[src/rtl/toggle_hs_pkg.sv]
// Shared types and default parameters for the toggle-handshake receiver.
package toggle_hs_pkg;

    localparam int DEF_DATA_W      = 8;
    localparam int DEF_DEPTH       = 4;
    localparam int DEF_SYNC_STAGES = 2;

    typedef enum logic {
        IDLE  = 1'b0,
        STALL = 1'b1
    } rx_state_e;

endpackage

[src/rtl/toggle_rx_fifo.sv]
// Receive buffer: power-of-two FIFO with a combinational head and an occupancy count.
module toggle_rx_fifo
    import toggle_hs_pkg::*;
#(
    parameter  int DATA_W = DEF_DATA_W,
    parameter  int DEPTH  = DEF_DEPTH,
    localparam int PTR_W  = $clog2(DEPTH),
    localparam int LVL_W  = $clog2(DEPTH + 1)
) (
    input  logic              clk,
    input  logic              rst_n,
    input  logic              push,
    input  logic [DATA_W-1:0] push_data,
    input  logic              pop,
    output logic [DATA_W-1:0] pop_data,
    output logic [LVL_W-1:0]  level,
    output logic              empty,
    output logic              full
);

    logic [DATA_W-1:0] mem_q [DEPTH];
    logic [PTR_W-1:0]  wr_ptr_q, wr_ptr_d;
    logic [PTR_W-1:0]  rd_ptr_q, rd_ptr_d;
    logic [LVL_W-1:0]  level_q, level_d;
    logic              do_push, do_pop;

    // A push into a full buffer is only legal when a pop frees the head on the same edge.
    always_comb begin
        do_pop   = pop && (level_q != '0);
        do_push  = push && ((level_q != LVL_W'(DEPTH)) || do_pop);
        wr_ptr_d = wr_ptr_q;
        rd_ptr_d = rd_ptr_q;
        level_d  = level_q;
        if (do_push) wr_ptr_d = wr_ptr_q + PTR_W'(1);
        if (do_pop)  rd_ptr_d = rd_ptr_q + PTR_W'(1);
        if (do_push && !do_pop)      level_d = level_q + LVL_W'(1);
        else if (!do_push && do_pop) level_d = level_q - LVL_W'(1);
    end

    always_ff @(posedge clk or negedge rst_n) begin
        if (!rst_n) begin
            wr_ptr_q <= '0;
            rd_ptr_q <= '0;
            level_q  <= '0;
        end else begin
            wr_ptr_q <= wr_ptr_d;
            rd_ptr_q <= rd_ptr_d;
            level_q  <= level_d;
        end
    end

    always_ff @(posedge clk) begin
        if (do_push) mem_q[wr_ptr_q] <= push_data;
    end

    assign empty    = (level_q == '0);
    assign full     = (level_q == LVL_W'(DEPTH));
    assign level    = level_q;
    assign pop_data = empty ? '0 : mem_q[rd_ptr_q];

endmodule

[src/rtl/toggle_hs_rx.sv]
// Toggle-handshake receiver: synchronizes req_tgl, captures payloads into a FIFO,
// and acknowledges each capture with an ack_tgl level change.
module toggle_hs_rx
    import toggle_hs_pkg::*;
#(
    parameter  int DATA_W      = DEF_DATA_W,
    parameter  int DEPTH       = DEF_DEPTH,
    parameter  int SYNC_STAGES = DEF_SYNC_STAGES,
    localparam int LVL_W       = $clog2(DEPTH + 1)
) (
    input  logic              clk,
    input  logic              reset,
    input  logic              req_tgl,
    input  logic [DATA_W-1:0] req_data,
    output logic              ack_tgl,
    output logic [DATA_W-1:0] out_data,
    output logic              out_valid,
    input  logic              out_ready,
    output logic [LVL_W-1:0]  level,
    output logic              stall
);

    rx_state_e              state_q, state_d;
    logic [SYNC_STAGES-1:0] sync_q, sync_d;
    logic                   req_seen_q, req_seen_d;
    logic                   ack_q, ack_d;
    logic                   req_s, pending, can_push, capture;
    logic                   fifo_empty, fifo_full;

    assign req_s = sync_q[SYNC_STAGES-1];

    // A freed head slot on this edge counts as room, so a full buffer can still capture.
    always_comb begin
        sync_d   = {sync_q[SYNC_STAGES-2:0], req_tgl};
        pending  = req_s ^ req_seen_q;
        can_push = !fifo_full || (!fifo_empty && out_ready);
        state_d  = state_q;
        capture  = 1'b0;
        case (state_q)
            IDLE: begin
                if (pending) begin
                    if (can_push) capture = 1'b1;
                    else          state_d = STALL;
                end
            end
            STALL: begin
                if (can_push) begin
                    capture = 1'b1;
                    state_d = IDLE;
                end
            end
        endcase
        req_seen_d = capture ? req_s : req_seen_q;
        ack_d      = capture ? ~ack_q : ack_q;
    end

    always_ff @(posedge clk or negedge reset) begin
        if (!reset) begin
            state_q    <= IDLE;
            sync_q     <= '0;
            req_seen_q <= 1'b0;
            ack_q      <= 1'b0;
        end else begin
            state_q    <= state_d;
            sync_q     <= sync_d;
            req_seen_q <= req_seen_d;
            ack_q      <= ack_d;
        end
    end

    toggle_rx_fifo #(
        .DATA_W (DATA_W),
        .DEPTH  (DEPTH)
    ) u_fifo (
        .clk       (clk),
        .rst_n     (reset),
        .push      (capture),
        .push_data (req_data),
        .pop       (out_ready),
        .pop_data  (out_data),
        .level     (level),
        .empty     (fifo_empty),
        .full      (fifo_full)
    );

    assign ack_tgl   = ack_q;
    assign out_valid = !fifo_empty;
    assign stall     = (state_q == STALL);

endmodule

[config.mk]
export PLATFORM = sky130hd
export DESIGN_NAME = toggle_hs_rx
export DESIGN_NICKNAME = d
export VERILOG_FILES = /design/src/rtl/toggle_hs_pkg.sv /design/src/rtl/toggle_rx_fifo.sv /design/src/rtl/toggle_hs_rx.sv
export SDC_FILE = /design/constraint.sdc
export NUM_CORES = 1
export LEC_CHECK = 0
export ABC_AREA = 1
export CAP_MARGIN = 10
export CORE_MARGIN = 2
export CORE_UTILIZATION = 48
export CTS_CLUSTER_SIZE = 8
export DETAILED_ROUTE_END_ITERATION = 10
export PLACE_DENSITY = 0.71
export SYNTH_ARGS = -nofsm -noshare
export SYNTH_HDL_FRONTEND = slang
export SYNTH_HIERARCHICAL = 1
export SYNTH_SLANG_ARGS = --single-unit
[constraint.sdc]
create_clock -name clk -period 3.1 [get_ports clk]
set_clock_uncertainty 0.15 [all_clocks]
set_input_delay 0.93 -clock clk [delete_from_list [all_inputs] [get_ports clk]]
set_output_delay 0.93 -clock clk [all_outputs]
set_load 0.005 [all_outputs]
==> results by group <==
Timing
  – Setup violators final: 0
  – Worst-Margin Slew: 0.544 ns
  – Max Fclk: between 300 and 400 MHz
  – Fin crit period: slightly below 3 ns
  – Setup TNS: 0 ns
  – Tcrit/Tclk final: between 90% and 100%
  – Max Transition Viols Final: 0
  – Final Hold Fails: 0
  – RSZ-0062 raised after global routing: no
  – Max_slew headroom: between 60 and 70%

Routing
  – DR vias: around 1400
  – Routed len/inst: 12.4 um
  – Antenna-violating nets left: 0
  – DRT Pass-1 Iters: 4
  – Total Wirelength: 3670 um
  – DRT iter0 DRCs: 60
  – Post-route DRC: 0
  – DR vias/cell: between 4 and 5

Logic synthesis
  – Flops & latches, synth: 44
  – Post-Syn Area: slightly above 2000 um^2
  – Sequential area share after synthesis: 61.5%
  – Avg Inst Size Synth: 9.87 um^2
  – Synth unique cells: 19
  – Synth Warn #: 6
  – Post-Syn Instances: ~210
  – Syn_nets: between 200 and 250

Clock tree
  – Clock slew at reported path FFs: 0.08 ns
  – CTS buffer count: 5
  – CTS tree: yes
  – # clock sinks: between 40 and 50
  – Worst-skew pair later-pin latency: a little under 0.3 ns
  – Maximum buffer depth of the clock tree: 2
  – Root buffer cell: clkbuf_8
  – H-tree depth: 2

Finish
  – Most common cell after layout, fill and taps aside: nand2_1
  – Layout cells sized above 1: 10.6%
  – Commonest non-fill, non-tap cells in the layout: 53 x nand2_1, 52 x inv_1, 32 x edfxtp_1
  – Fin util: between 60% and 70%
  – Area delta synth->final: 20.4%
  – Ant. Diodes: 0
  – Nets: ~260

Worst setup path
  – CP top delay family: buffers and inverters
  – Critical Path Source Type: register
  – CP Depth: 5
  – CP cell instances: buf_4 -> nand2_1 -> nand3_1 -> a21oi_1 -> clkdlybuf4s50_1
  – Crit. End Element: output pin
  – CP Max Fanout: 12
  – Worst R2R Path Depth: 15
  – CP Data Required Time: 2.02 ns
  – Critical path type: reg2out
  – Buf/Inv on CP: 2
  – Max stage delay on crit path: 0.53 ns
  – CP arrival: between 1.5 and 2 ns
  – Slowest CP cell: clkdlybuf4s50_1

Outcome
  – Status: complete, no violations

GRT
  – Largest net degree at the start of global routing: 18
  – Global route overflow: 0
  – Number of global-route vias before repair: approximately 1300
  – Initial antenna violation count: 0
  – Global-route wire length before repair: ~6000 um
  – Gr usage total: 16.8%

Floorplanning
  – Die area: just under 5000 um^2
  – FP Rows: 23
  – Die H: roughly 69 um
  – Core area: roughly 4000 um^2
  – Die width: roughly 70 um
  – I/O Pins: 26
  – Initial core utilization: 50.6%

Pwr
  – Pwr per Cell Area: 914 nW/um^2
  – VDD IR max: slightly above 0.4 mV
  – Lkg Pwr: approximately 1.2 nW

Worst hold path
  – Hold depth: 0
  – Worst Hold Class: reg2reg

Place
  – Half-perimeter wire length after placement: about 2500 um
  – Port bufs: 25
  – RD Place Congestion: ~0.75

Run
  – Max Cap Viol: 0
==> path summary, 6_finish.rpt <==
check / to / start / slack, ns
setup / recovery: out_data[7] / u_fifo/rd_ptr_q[0] / 0.14
hold / removal: sync_q[1] / sync_q[0] / 0.23
setup reg to reg: u_fifo/level[1] / u_fifo/level[0] / 0.60
hold reg to reg: sync_q[1] / sync_q[0] / 0.23
max in group asynchronous: u_fifo/rd_ptr_q[0] / reset / 1.58
min in group asynchronous: u_fifo/level[0] / reset / 0.84
==> routing by layer <==
layer	wire [um]	track usage [%]	vias to the layer above
met5	0	0	-
met4	74	8.50	0
met3	134	5.09	6
met2	1770	25.9	26
met1	1690	21.6	631
li1	-	-	716
==> synthesized netlist by cell type <==
library cell	instances	area (um^2)
nor2_1	5	18.8
nand2_1	53	199
xnor2_1	2	17.5
nand4_1	1	6.26
fa_1	1	20.0
ha_1	5	62.6
inv_6	1	8.76
a21oi_1	7	35.0
nand3_1	22	110
nand2_2	4	25.0
a21oi_2	1	8.76
buf_6	4	45.0
nand3_2	2	20.0
dfrtp_1	12	300
inv_1	52	195
o21ai_0	2	10.0
edfxtp_1	32	961
inv_2	1	3.75
nor3_1	1	5.00
==> cell type report <==
class / instances / area [um^2]
clock buffers: 5 / 68.8
repair buffers: 34 / 318
multi-input cells: 106 / 538
fillers: 331 / 1590
well taps: 50 / 62.6
flip-flops and latches: 44 / 1260
inverters: 54 / 208
clock inverters: 2 / 12.5
==> flip-flops by register name (all words and copies together) (netlist names) <==
register,count
req_seen_q,1
u_fifo/rd_ptr_q,2
stall,1
u_fifo/level,3
u_fifo/mem_q,32
u_fifo/wr_ptr_q,2
ack_tgl,1
sync_q,2
==> where the power goes <==
part           switching, W  total [W]  internal, W
Combinational      0.000535    0.00103     0.000491
Sequential         0.000104   0.000899     0.000795
Clock              0.000181   0.000333     0.000152
Total              0.000820    0.00226      0.00144
==> cell families (layout without fill, tap and decap cells) <==
family / after synthesis / in the layout / synth area share, %
AOI/OAI and AO/OA: 10 / 10 / 2.62
adders and majority gates: 6 / 6 / 4.02
DFF: 44 / 44 / 61.5
xor gates and xnor gates: 2 / 2 / 0.854
and+or+nand+nor: 88 / 88 / 18.7
buffers and inverters: 58 / 95 / 12.3
==> per-stage QoR <==
step	setup WS (ns)	std cells	hold slack, ns	total power, W	instance area [um^2]
floorplan	0.649	208	0.181	0.00151	2050
global placement	0.129	288	0.183	0.00192	2390
detailed placement	0.0610	288	0.219	0.00194	2390
CTS	0.00952	295	0.236	0.00228	2470
global route	0.0797	295	0.241	0.00244	2470
finish	0.139	295	0.235	0.00226	2470
==> what timing repair did <==
action	4_1_cts	5_1_grt
setup endpoints to repair	0	8
gates resized for setup	0	1
hold buffers	0	0
setup buffers	0	0
Note: power is estimated with default switching activity, not from simulation.
